`src/rtl/shift_arbiter.sv`:
```
// shift_arbiter
// Two requesters (port 0 = ALU execute, port 1 = multdiv) share one
// 32-bit shifter. The shifter supports logical left and arithmetic right.
// Arbitration uses valid/ready handshakes. The winner's result lands in a
// single registered response slot, tagged with the winning port.
//
// Build option:
//   SHIFT_ARB_ROUND_ROBIN_EN
//     defined   : when both ports are valid, the winner is chosen by a
//                 round-robin pointer.
//     undefined : fixed priority to port 0. Port 1 may starve, and the
//                 busy counter records the starved cycles.
module shift_arbiter (
    input  logic        clock,
    input  logic        reset,
    input  logic        req0_valid,
    output logic        req0_ready,
    input  logic [31:0] req0_data,
    input  logic [4:0]  req0_amt,
    input  logic        req0_dir,
    input  logic        req1_valid,
    output logic        req1_ready,
    input  logic [31:0] req1_data,
    input  logic [4:0]  req1_amt,
    input  logic        req1_dir,
    output logic        rsp_valid,
    input  logic        rsp_ready,
    output logic        rsp_id,
    output logic [31:0] rsp_data,
    output logic [7:0]  busy_cnt
);

    // Five-stage barrel shifter: shift by 1, 2, 4, 8 and 16.
    // A left shift fills with zeros. An arithmetic right shift fills with
    // the operand's sign bit (bit 31).
    function automatic logic [31:0] barrel_shift(
        input logic [31:0] data,
        input logic [4:0]  amt,
        input logic        dir
    );
        logic [31:0] v;
        logic        fill;
        v    = data;
        fill = dir & data[31];
        if (amt[0]) begin
            if (dir) v = {fill, v[31:1]};
            else     v = {v[30:0], 1'b0};
        end
        if (amt[1]) begin
            if (dir) v = {{2{fill}}, v[31:2]};
            else     v = {v[29:0], 2'b00};
        end
        if (amt[2]) begin
            if (dir) v = {{4{fill}}, v[31:4]};
            else     v = {v[27:0], 4'h0};
        end
        if (amt[3]) begin
            if (dir) v = {{8{fill}}, v[31:8]};
            else     v = {v[23:0], 8'h00};
        end
        if (amt[4]) begin
            if (dir) v = {{16{fill}}, v[31:16]};
            else     v = {v[15:0], 16'h0000};
        end
        return v;
    endfunction

    // Saturating 8-bit increment.
    function automatic logic [7:0] sat_inc8(input logic [7:0] cnt);
        if (cnt == 8'd255) return 8'd255;
        else               return cnt + 8'd1;
    endfunction

    logic        rsp_valid_r;
    logic        rsp_id_r;
    logic [31:0] rsp_data_r;
    logic [7:0]  busy_cnt_r;

    logic        can_accept_s;
    logic        grant_vld_s;
    logic        grant_id_s;
    logic        xfer_s;
    logic        refused_s;
    logic [31:0] sel_data_s;
    logic [4:0]  sel_amt_s;
    logic        sel_dir_s;
    logic [31:0] shift_res_s;

`ifdef SHIFT_ARB_ROUND_ROBIN_EN
    logic        ptr_r;
    logic        both_valid_s;
    assign both_valid_s = req0_valid & req1_valid;
`endif

    // The slot can take a new result if it is empty or is being drained now.
    assign can_accept_s = ~rsp_valid_r | rsp_ready;

    // Choose the winning port. No grant is made while reset is high.
    always_comb begin
        grant_vld_s = 1'b0;
        grant_id_s  = 1'b0;
        if (reset) begin
            grant_vld_s = 1'b0;
            grant_id_s  = 1'b0;
        end else begin
            case ({req1_valid, req0_valid})
                2'b01: begin
                    grant_vld_s = 1'b1;
                    grant_id_s  = 1'b0;
                end
                2'b10: begin
                    grant_vld_s = 1'b1;
                    grant_id_s  = 1'b1;
                end
                2'b11: begin
                    grant_vld_s = 1'b1;
`ifdef SHIFT_ARB_ROUND_ROBIN_EN
                    grant_id_s  = ptr_r;
`else
                    grant_id_s  = 1'b0;
`endif
                end
                default: begin
                    grant_vld_s = 1'b0;
                    grant_id_s  = 1'b0;
                end
            endcase
        end
    end

    assign xfer_s     = grant_vld_s & can_accept_s;
    assign req0_ready = xfer_s & (grant_id_s == 1'b0);
    assign req1_ready = xfer_s & (grant_id_s == 1'b1);
    assign refused_s  = (req0_valid & ~req0_ready) | (req1_valid & ~req1_ready);

    // Steer the winning port's payload into the shared shifter.
    always_comb begin
        sel_data_s = req0_data;
        sel_amt_s  = req0_amt;
        sel_dir_s  = req0_dir;
        if (grant_id_s) begin
            sel_data_s = req1_data;
            sel_amt_s  = req1_amt;
            sel_dir_s  = req1_dir;
        end else begin
            sel_data_s = req0_data;
            sel_amt_s  = req0_amt;
            sel_dir_s  = req0_dir;
        end
    end

    assign shift_res_s = barrel_shift(sel_data_s, sel_amt_s, sel_dir_s);

    // Response slot: load on transfer, empty on consume, otherwise hold.
    always_ff @(posedge clock) begin
        if (reset) begin
            rsp_valid_r <= 1'b0;
            rsp_id_r    <= 1'b0;
            rsp_data_r  <= 32'h0000_0000;
        end else if (xfer_s) begin
            rsp_valid_r <= 1'b1;
            rsp_id_r    <= grant_id_s;
            rsp_data_r  <= shift_res_s;
        end else if (rsp_valid_r & rsp_ready) begin
            rsp_valid_r <= 1'b0;
        end else begin
            rsp_valid_r <= rsp_valid_r;
        end
    end

`ifdef SHIFT_ARB_ROUND_ROBIN_EN
    // After a contested transfer, the losing port gets priority next time.
    always_ff @(posedge clock) begin
        if (reset) begin
            ptr_r <= 1'b0;
        end else if (xfer_s & both_valid_s) begin
            ptr_r <= ~grant_id_s;
        end else begin
            ptr_r <= ptr_r;
        end
    end
`endif

    // Count cycles in which some valid request was turned away. The count
    // saturates at 255.
    always_ff @(posedge clock) begin
        if (reset) begin
            busy_cnt_r <= 8'd0;
        end else if (refused_s) begin
            busy_cnt_r <= sat_inc8(busy_cnt_r);
        end else begin
            busy_cnt_r <= busy_cnt_r;
        end
    end

    assign rsp_valid = rsp_valid_r;
    assign rsp_id    = rsp_id_r;
    assign rsp_data  = rsp_data_r;
    assign busy_cnt  = busy_cnt_r;

endmodule

```
`config.mk`:
```
export PLATFORM = sky130hd
export DESIGN_NAME = shift_arbiter
export DESIGN_NICKNAME = d
export VERILOG_FILES = /design/src/rtl/shift_arbiter.sv
export SDC_FILE = /design/constraint.sdc
export NUM_CORES = 1
export LEC_CHECK = 0
export ABC_AREA = 1
export CAP_MARGIN = 20
export CORE_ASPECT_RATIO = 1.5
export CORE_MARGIN = 3
export CORE_UTILIZATION = 40
export DETAILED_ROUTE_END_ITERATION = 8
export DONT_BUFFER_PORTS = 1
export MAX_ROUTING_LAYER = met4
export PLACE_DENSITY = 0.61
export RECOVER_POWER = 25
export SLEW_MARGIN = 20
export SYNTH_ARGS = -nofsm -noshare
export SYNTH_HDL_FRONTEND = slang
export SYNTH_SLANG_ARGS = --single-unit
```
`constraint.sdc`:
```
create_clock -name clock -period 5.14 [get_ports clock]
set_input_delay 0.771 -clock clock [delete_from_list [all_inputs] [get_ports clock]]
set_output_delay 0.771 -clock clock [all_outputs]
set_load 0.005 [all_outputs]
```
## Word level (Yosys, flattened, before mapping)

Cells that the tools add are included.
W data, S select, Z words.

- Register bits after elaboration: 42
- Logic and storage cells: 44
- Input port bits: 81
- Output and inout bits: 44

- Bitwise operators: 13
- Reductions and logical operators: 2
- Muxes and demuxes: 20
- Add/subtract/negate cells: 1
- Equality and inequality tests: 4

Operators by type and width:

| cell | count |
|---|---|
| $mux W32 | 11 |
| $add A8 B1 Y8 const B | 1 |
| $eq A8 B8 Y1 const B | 1 |
| $mux W8 | 1 |
| $and A1 B1 Y1 | 7 |
| $mux W1 | 7 |
| $mux W5 | 1 |
| $eq A2 B2 Y1 const B | 2 |
| $not A1 Y1 | 4 |
| $reduce_or A3 Y1 | 1 |
| $eq A2 B1 Y1 const B | 1 |
| $or A1 B1 Y1 | 2 |
| $reduce_bool A2 Y1 | 1 |

## Longest topological paths before layout

Gate-level depths: netlist (run 1).

- Depth in word-level cells: 15
- Mapped depth: 20
- Depth with buffers taken out: 17

## Least setup slack after synthesis (run 1)

OpenSTA, ideal clock, no wires.

- Kind: input to register
- From: input reset
- To: register rsp_data_r[2], in the netlist rsp_data[2]
- Stages on the path: 17
- Data required time: 5.008 ns
- Setup time: 0.132 ns
- Setup slack: 2.621 ns
- Buffers on the path: 3
- Data arrival time: 2.386 ns
- Cells stage by stage: buf_6 -> inv_4 -> nand3_4 -> buf_6 -> o21ai_4 -> buf_4 -> nand3_1 -> nand3_1 -> nand3_1 -> nand2_1 -> nand3_2 -> nand2_1 -> inv_1 -> o21ai_0 -> nand2_1 -> nand2_1 -> a21oi_1

- Longest elaborated chain between the ends: 12
- Elaborated cells between the ends (all ways): 17
- Classes of those cells: 15 x mux; 2 x bitwise

RTL lines:

| element | RTL line | RTL |
|---|---|---|
| from (decl) | 15 | `input logic reset,` |
| $mux W1 | 102 | `if (reset) begin` |
| $mux W32 / $mux W1 (equally long branches) | 141 | `if (grant_id_s) begin` |
| $mux W32 | 46 | `if (dir) v = {fill, v[31:1]};` |
| $mux W32 | 45 | `if (amt[0]) begin` |
| $mux W32 | 50 | `if (dir) v = {{2{fill}}, v[31:2]};` |
| $mux W32 | 49 | `if (amt[1]) begin` |
| $mux W32 | 54 | `if (dir) v = {{4{fill}}, v[31:4]};` |
| $mux W32 | 53 | `if (amt[2]) begin` |
| $mux W32 | 58 | `if (dir) v = {{8{fill}}, v[31:8]};` |
| $mux W32 | 57 | `if (amt[3]) begin` |
| $mux W32 | 62 | `if (dir) v = {{16{fill}}, v[31:16]};` |
| $mux W32 | 61 | `if (amt[4]) begin` |
| to (signal assigned) | 163 | `rsp_data_r <= shift_res_s;` |
| to (decl) | 76 | `logic [31:0] rsp_data_r;` |

Several ways; a longest one is shown, not always the timed one.
A chain may end at the register's enable or synchronous reset.

## Final worst setup path (run 1)

- From: input req0_valid
- To: register rsp_data_r[25], in the netlist rsp_data[25]

- Longest elaborated chain between the ends: 14
- Elaborated cells between the ends (all ways): 23
- Classes of those cells: 3 x eq/ne; 17 x mux; 2 x bitwise; 1 x reduce/logical

RTL lines:

| element | RTL line | RTL |
|---|---|---|
| from (decl) | 16 | `input logic req0_valid,` |
| $eq A2 B2 Y1 | 106 | `case ({req1_valid, req0_valid})` |
| $mux W1 | 106 |  |
| $mux W1 | 102 |  |
| $mux W32 / $mux W1 (equally long branches) | 141 |  |
| $mux W32 | 46 |  |
| $mux W32 | 45 |  |
| $mux W32 | 50 |  |
| $mux W32 | 49 |  |
| $mux W32 | 54 |  |
| $mux W32 | 53 |  |
| $mux W32 | 58 |  |
| $mux W32 | 57 |  |
| $mux W32 | 62 |  |
| $mux W32 | 61 |  |

Several ways; a longest one is shown, not always the timed one.

==> results.ini, run 1 <==
[clocking]
post_cts_buffers = 0
root_buffer = clkbuf_16
htreeDepth = 2
clockBufferDepth = 2
clkTransAtPathRegs_ns = 0.06
insertion_delay_ns = 0.28
tritoncts = yes
numCtsBuffers = 5
cts_resized = 0
cts.sinks = 42
cts_hold_buf = 0

[detailed_routing]
drc = 0
drt-total-wl_mm = 18.2
ant_nets = 0
avgRoutedWirePerCell_microns = 16.6
via_count = 6244
dr.pass1.iters = 5
vias_per_cell = 5.69
drt-initial-drc-count = 642

[final_layout]
antennaDiodeCount = 0
final_util_pct = 41.6
final_cells = 1097
drive_gt1_share_pct = 4.57
syn_to_final_growth_pct = 0.948
fin_area_sq_um = 5200
nNetsFinal = 1022

[yosys]
yosys.cell_types.count = 37
yosys.area.top_type = nand2_1
ys_ff_latch = 42
syn_area_sq_um = 5150
avgSynthCellArea_sq_um = 5.21
synth_warnings = 0
synth_top_area_share_pct = 35.6
synth_area_leaders = nand2_1 (36%), nand3_1 (20%), dfxtp_1 (16%)
syn_inst = 989
mappedNetlistNets = 1071
ys_seq_area_share_pct = 16.3

[sta]
clock.fmax_ghz = 0.262
fin_setup_tns_ns = 0
post-route-min-period_ns = 3.82
tightestPinTransition_ns = 0.924
finalWorstSetupSlack_ns = 1.32
skew_ns = 0.00335
drv_slew = 0
rsz0062_at_grt = false
slew_headroom_pct = 38.3
period_share_pct = 74.2
final_hold_viol_count = 0
report.final.setup_viol = 0

[placement]
dp.cells = 1089
dpl-instance-area_sq_um = 5040
dp_slack_ns = 1.04
portBuffers = 0
dp_hpwl_mm = 14.1
gp_congestion = 0.978

[worst_setup_path]
regToRegStartpoint = rsp_valid$_SDFFE_PP0P_
start_kind = input pin
worst_ep_required_time_ns = 5.31
critPathMaxFanout = 52
crit_start = req0_valid
critPathArrivalTime_ns = 3.98
worstSetupPathType = in -> reg
cp-end-kind = register

[floorplan]
fp.coreArea_sq_um = 12500
start_util_pct = 41.2
die_area_sq_um = 14300
ios = 125
fp.dieH_microns = 145
die_x_microns = 98.6
row_count = 50

[grt]
grt-ovfl-total = 0
grt_pass1_wl_mm = 29.8
grt_max_degree = 53
grt_pass1_vias = 5672
track_usage_pct = 25.8
antenna_found_initial = 0

[power]
pwr_density_cell_nw_per_um2 = 251
power_leakage_nw = 2.51
peakVddDrop_v = 0.000117

[outcome]
run_status = finished clean

[flow_run]
timing.max_cap.violations = 0

[min_path]
hp-start = rsp_data[25]$_SDFFE_PP0P_
hp-class = reg -> reg

## placed cells by master (no fill, tap or decap), drive strengths merged
master / netlist / layout
a211oi: 2 / 2
ha: 1 / 1
bufinv: 0 / 1
a22oi: 10 / 10
o21ai: 32 / 32
or2: 1 / 1
a21boi: 1 / 1
nand2: 493 / 493
a31oi: 3 / 3
inv: 37 / 37
dfxtp: 42 / 42
nand3: 213 / 213
clkbuf: 14 / 7
a21oi: 45 / 45
nor3: 3 / 3
o21a: 1 / 1
clkinv: 2 / 2
xnor2: 1 / 1
nand4: 16 / 16
nand2b: 1 / 1
buf: 51 / 9
nor2: 20 / 20
## state kept, by name, summed over array words and instances, names as in the netlist
signal     cells
rsp_data      32
busy_cnt       8
rsp_id         1
rsp_valid      1
## logic make-up after synthesis
logic type	after synthesis	share of synthesized area (%)
AO/OA/AOI/OAI	94	10.6
XOR/XNOR	1	0.170
adder cells (fa/ha/maj)	1	0.243
buffers and inverters	104	10.3
flip-flops	42	16.3
AND/OR/NAND/NOR	747	62.3
## per-stage QoR
step	hold slack (ns)	total power [mW]
detailed placement	0.469	0.952
finish	0.474	1.31
floorplan	0.462	0.830
global route	0.508	1.41
CTS	0.478	1.31
global placement	0.467	0.951
## worst paths after layout
kind / endpoint / slack [ns] / cells past startpoint
setup / recovery: rsp_data[25]$_SDFFE_PP0P_ / 1.32 / 16
hold / removal: rsp_data[25]$_SDFFE_PP0P_ / 0.47 / 2
setup reg to reg: busy_cnt[5]$_SDFFE_PP0P_ / 2.17 / 14
hold reg to reg: rsp_data[25]$_SDFFE_PP0P_ / 0.47 / 2
## final cells by class
class | count | area [sq um]
timing repair buffer | 9 | 67.6
clock inverter | 1 | 30.0
inverter | 39 | 149
multi-input combinational | 843 | 3780
sequential | 42 | 841
fill | 1483 | 7310
clock buffer | 7 | 133
tap | 156 | 195
## per-layer routing
| layer | global-route usage, % | wire length, microns | vias up |
|---|---|---|---|
| met5 | - | 0 | - |
| met3 | 1.92 | 1110 | 39 |
| li1 | - | - | 3138 |
| met1 | 31.2 | 7250 | 2786 |
| met4 | 10.0 | 654 | 0 |
| met2 | 44.2 | 9220 | 281 |
## critical path, cell delays in order
cell and delay [ns]:
inv_2 0.31, nand3_4 0.57, nand2_1 0.23, nand2_2 0.51, nand3_1 0.27, nand3_1 0.20, nand2_1 0.10, nand3_1 0.21
nand2_1 0.15, nand3_1 0.11, nand2_1 0.07, nand2_1 0.05, nand2_1 0.08, nand2_1 0.06, nand3_1 0.16, a21oi_1 0.08
## power breakdown
part | internal (mW) | total, mW | switching [mW]
clock network | 0.230 | 0.352 | 0.122
logic | 0.164 | 0.568 | 0.403
registers | 0.357 | 0.386 | 0.0285
total | 0.751 | 1.31 | 0.554
## synth_stat cells
master	n
clkbuf_1	14
nor2_8	1
dfxtp_1	42
o21ai_4	2
buf_4	17
ha_1	1
nand3_2	4
a211oi_1	2
buf_1	3
inv_4	1
or2_0	1
nor2_4	2
a21oi_2	1
nor2_1	13
a21oi_1	44
xnor2_1	1
clkinv_1	2
nor2_2	4
nand4_1	16
inv_2	5
a22oi_1	10
inv_1	31
o21ai_2	3
o21ai_1	12
nand3_4	1
nor3_1	3
nand2_1	489
nand2_2	3
o21ai_0	15
nand2b_1	1
nand2_4	1
a21boi_1	1
buf_2	25
o21a_1	1
buf_6	6
nand3_1	208
a31oi_1	3
Power figures use the tool's default switching activity.
==> run 2, diff against run 1 <==
--- a/config.mk
+++ b/config.mk
@@ -13,7 +13,7 @@
 export DETAILED_ROUTE_END_ITERATION = 8
 export DONT_BUFFER_PORTS = 1
 export MAX_ROUTING_LAYER = met4
-export PLACE_DENSITY = 0.61
+export PLACE_DENSITY = 0.63
 export RECOVER_POWER = 25
 export SLEW_MARGIN = 20
 export SYNTH_ARGS = -nofsm -noshare
==> constraint.sdc (replaced) <==
create_clock -name clock -period 3.3 [get_ports clock]
set_input_delay 0.495 -clock clock [delete_from_list [all_inputs] [get_ports clock]]
set_output_delay 0.495 -clock clock [all_outputs]
set_load 0.005 [all_outputs]
==> results.ini, run 2 (same netlist as run 1, synthesis figures left out) <==
[detailed_routing]
avgRoutedWirePerCell_microns = 15.9
drt-initial-drc-count = 458
vias_per_cell = 5.66
dr.pass1.iters = 5
drt-total-wl_mm = 17.6
ant_nets = 0
via_count = 6271
drc = 0

[grt]
track_usage_pct = 24.6
grt_pass1_wl_mm = 28.8
grt_pass1_vias = 5608
antenna_found_initial = 0
grt_max_degree = 53
grt-ovfl-total = 0

[sta]
slew_headroom_pct = 40.7
final_hold_viol_count = 0
period_share_pct = 80.7
clock.fmax_ghz = 0.376
post-route-min-period_ns = 2.66
report.final.setup_viol = 0
tightestPinTransition_ns = 0.889
skew_ns = 0.00822
fin_setup_tns_ns = 0
drv_slew = 0
rsz0062_at_grt = false

[worst_setup_path]
cp-end-kind = register
start_kind = input pin
critPathMaxFanout = 37
crit_buf_inv = 3
worst_ep_required_time_ns = 3.52
worstSetupPathType = in -> reg
cp_common_cell = nand2_1
critPathArrivalTime_ns = 2.88
worstPathCellList = inv_4 -> nand3_4 -> buf_12 -> o21ai_4 -> buf_4 -> nand2_1 -> nand3_1 -> nand2_1 -> nand3_1 -> nand2_1 -> nand3_1 -> nand2_1 -> nand3_1 -> nand2_1 -> nand2_1 -> nand2_1 -> a21oi_1
slowest_delay_ns = 0.34
cpMaxStageDelayCell = buf_4
critPathTopFamily = simple AND/OR/NAND/NOR gates

[clocking]
clockBufferDepth = 2
cts_resized = 0
numCtsBuffers = 5
cts.sinks = 42
root_buffer = clkbuf_16
post_cts_buffers = 0
htreeDepth = 2
clkTransAtPathRegs_ns = 0.06
insertion_delay_ns = 0.29
tritoncts = yes
cts_hold_buf = 0

[final_layout]
nFillCells = 1455
drive_gt1_share_pct = 5.88
layout_common_cells = nand2_1 (488), nand3_1 (208), a21oi_1 (44), dfxtp_1 (42), inv_1 (31)
fin_area_sq_um = 5330
antennaDiodeCount = 0
largest_reg_flops = 32
final_cells = 1108
regArea_sq_um = 841
syn_to_final_growth_pct = 3.40
multi_input_area_sq_um = 3790
nNetsFinal = 1033
layout_commonest_cell = nand2_1

[floorplan]
die_x_microns = 98.6
row_count = 50
die_area_sq_um = 14300
ios = 125
start_util_pct = 41.2
fp.coreArea_sq_um = 12500
fp.dieH_microns = 145

[placement]
dp.cells = 1100
gp_congestion = 1.00
dpl-instance-area_sq_um = 5160
dp_hpwl_mm = 13.7
portBuffers = 0

[flow_run]
timing.max_cap.violations = 0

[power]
power_leakage_nw = 2.58
power_mw = 2.05
peakVddDrop_v = 0.000267
pwr_density_cell_nw_per_um2 = 385

[min_path]
hp-class = in -> reg

[outcome]
run_status = finished clean

==> run 2: worst paths after layout <==
check | from | to | slack (ns) | cells after the start
setup / recovery | reset | rsp_data[15]$_SDFFE_PP0P_ | 0.64 | 17
setup reg to reg | rsp_valid$_SDFFE_PP0P_ | busy_cnt[5]$_SDFFE_PP0P_ | 1.05 | 14
hold / removal | reset | rsp_valid$_SDFFE_PP0P_ | 0.27 | 1
hold reg to reg | rsp_data[27]$_SDFFE_PP0P_ | rsp_data[27]$_SDFFE_PP0P_ | 0.48 | 2
==> run 2: cell type report <==
| cell class | instances | area share [%] |
|---|---|---|
| Clock inverter | 2 | 0.705 |
| Sequential cell | 42 | 15.8 |
| Timing Repair Buffer | 20 | 3.52 |
| Inverter | 39 | 2.80 |
| Tap cell | 156 | 3.67 |
| Multi-Input combinational cell | 843 | 71.1 |
| Clock buffer | 6 | 2.42 |
==> run 2: per-stage QoR <==
step	util, %	hold WS, ns	worst slack [ns]
after detailed placement	41.2	0.474	0.371
final	42.6	0.270	0.638
after global routing	42.6	0.270	0.277
after global placement	41.2	0.469	0.398
after CTS	42.6	0.264	0.665
after floorplan	-	0.462	1.06
==> run 2: metal layers <==
metal | global-route usage [%] | part of all wire, %
met1 | 30.0 | 41
met2 | 41.2 | 50
met3 | 2.21 | 5.2
met4 | 10.9 | 3.8
met5 | - | 0
==> run 2: power by group <==
part | switching (mW) | leakage [nW] | internal, mW | total [mW]
Sequential | 0.0442 | 0.346 | 0.557 | 0.601
Clock | 0.200 | 0.0771 | 0.357 | 0.557
Combinational | 0.618 | 2.15 | 0.274 | 0.892
Total | 0.863 | 2.58 | 1.19 | 2.05
==> run 3, diff against run 2 <==
--- a/config.mk
+++ b/config.mk
@@ -13,7 +13,7 @@
 export DETAILED_ROUTE_END_ITERATION = 8
 export DONT_BUFFER_PORTS = 1
 export MAX_ROUTING_LAYER = met4
-export PLACE_DENSITY = 0.63
+export PLACE_DENSITY = 0.61
 export RECOVER_POWER = 25
 export SLEW_MARGIN = 20
 export SYNTH_ARGS = -nofsm -noshare
==> constraint.sdc (replaced) <==
create_clock -name clock -period 2.7 [get_ports clock]
set_input_delay 0.405 -clock clock [delete_from_list [all_inputs] [get_ports clock]]
set_output_delay 0.405 -clock clock [all_outputs]
set_load 0.005 [all_outputs]
==> results.ini, run 3 (same netlist as run 1, synthesis figures left out) <==
[outcome]
run_status = finished clean

[detailed_routing]
dr.pass1.iters = 7
via_count = 6175
drt-initial-drc-count = 510
drc = 0
avgRoutedWirePerCell_microns = 15.6
vias_per_cell = 5.53
drt-total-wl_mm = 17.4
ant_nets = 0

[sta]
skew_ns = 0.00609
finalWorstSetupSlack_ns = 0.258
period_share_pct = 90.4
report.final.setup_viol = 0
final_hold_viol_count = 0
slew_headroom_pct = 41.2
drv_slew = 0
rsz0062_at_grt = false
post-route-min-period_ns = 2.44
clock.fmax_ghz = 0.410
tightestPinTransition_ns = 0.881

[worst_setup_path]
cp-end-kind = register
rr_worst_depth = 13
critPathArrivalTime_ns = 2.66
regToRegStartpoint = rsp_valid$_SDFFE_PP0P_
crit_buf_inv = 3
endpoint = rsp_data[23]$_SDFFE_PP0P_
slowest_delay_ns = 0.48
critPathMaxFanout = 28
worst_ep_required_time_ns = 2.92
start_kind = input pin
worstPathCellList = inv_2 -> nand3_4 -> buf_12 -> nand2_2 -> nand2_4 -> buf_4 -> nor2_4 -> nand2_1 -> nand3_1 -> nand2_1 -> o21ai_0 -> nand3_1 -> a21oi_1
worst_r2r_endpoint = busy_cnt[5]$_SDFFE_PP0P_
worstSetupPathType = in -> reg
crit_start = req0_valid
cp.depth = 13
critPathTopFamily = simple AND/OR/NAND/NOR gates
cpMaxStageDelayCell = nor2_4
r2r_slack_ns = 0.59

[grt]
grt-ovfl-total = 0
grt_pass1_vias = 5563
antenna_found_initial = 0
track_usage_pct = 24.4
grt_max_degree = 53
grt_pass1_wl_mm = 28.3

[final_layout]
final_util_pct = 43.3
regArea_sq_um = 841
layout_common_cells = nand2_1 (489), nand3_1 (208), a21oi_1 (44), dfxtp_1 (42), inv_1 (31)
multi_input_area_sq_um = 3780
syn_to_final_growth_pct = 5.27
antennaDiodeCount = 0
layout_commonest_cell = nand2_1
largest_reg_flops = 32
final_cells = 1117
drive_gt1_share_pct = 6.66
nNetsFinal = 1042
nFillCells = 1467

[power]
power_mw = 2.45
peakVddDrop_v = 0.000250
pwr_density_cell_nw_per_um2 = 452
power_leakage_nw = 2.64

[clocking]
insertion_delay_ns = 0.28
root_buffer = clkbuf_16
numCtsBuffers = 5
htreeDepth = 2
post_cts_buffers = 0
tritoncts = yes
cts.sinks = 42
cts_hold_buf = 0
clkTransAtPathRegs_ns = 0.06
clockBufferDepth = 2
cts_resized = 0

[min_path]
hp-class = in -> reg

[flow_run]
timing.max_cap.violations = 0

[floorplan]
die_x_microns = 98.6
start_util_pct = 41.2
fp.coreArea_sq_um = 12500
ios = 125
row_count = 50
fp.dieH_microns = 145
die_area_sq_um = 14300

[placement]
portBuffers = 0
dp_hpwl_mm = 13.8
dp.cells = 1109
dp_slack_ns = -0.0459
gp_congestion = 0.943

==> run 3: cell type report <==
cell class                 instances  area share, %
clock inverter                     1         0.0923
timing repair buffer              29           5.63
tap                              156           3.60
sequential                        42           15.5
multi-input combinational        843           69.8
clock buffer                       7           2.63
inverter                          39           2.75
==> run 3: routing by layer <==
layer / vias to the layer above / wire, microns / track usage [%]
met5: - / 0 / -
met4: 0 / 562 / 8.61
met3: 32 / 854 / 2.45
met2: 222 / 8670 / 41.8
met1: 2751 / 7290 / 29.5
li1: 3170 / - / -
==> run 3: power by group <==
| part | switching [mW] | internal (mW) | total [mW] |
|---|---|---|---|
| sequential | 0.0513 | 0.681 | 0.732 |
| combinational | 0.764 | 0.357 | 1.12 |
| clock | 0.233 | 0.366 | 0.600 |
==> run 3: worst min path at each step <==
stage                              start                         to  slack (ns)  cells past startpoint
2_1_floorplan  rsp_data[15]$_SDFFE_PP0P_  rsp_data[15]$_SDFFE_PP0P_        0.46                      2
3_3_place_gp   rsp_data[31]$_SDFFE_PP0P_  rsp_data[31]$_SDFFE_PP0P_        0.47                      2
5_1_grt                            reset     rsp_valid$_SDFFE_PP0P_        0.18                      1
6_report                           reset     rsp_valid$_SDFFE_PP0P_        0.18                      1
4_1_cts                            reset     rsp_valid$_SDFFE_PP0P_        0.18                      1
3_5_place_dp   rsp_data[25]$_SDFFE_PP0P_  rsp_data[25]$_SDFFE_PP0P_        0.47                      2
==> run 3: through the flow <==
stage | setup TNS (ns) | area [sq um] | hold slack [ns]
finish | 0 | 5420 | 0.185
global route | 0 | 5420 | 0.180
CTS | 0 | 5420 | 0.177
detailed placement | -0.0459 | 5270 | 0.469
global placement | -0.0392 | 5270 | 0.466
floorplan | 0 | 5150 | 0.462
==> run 3: worst reg2reg max path, stage by stage, from the launching register on <==
cell and delay, ns:
dfxtp_1 0.36, inv_1 0.05, nor2_1 0.17, inv_1 0.09, nand2_1 0.09, inv_1 0.05, o21ai_1 0.35, inv_1 0.14
nor2_1 0.14, inv_1 0.07, nor2_1 0.15, nand2_1 0.08, or2_0 0.20, a31oi_1 0.12
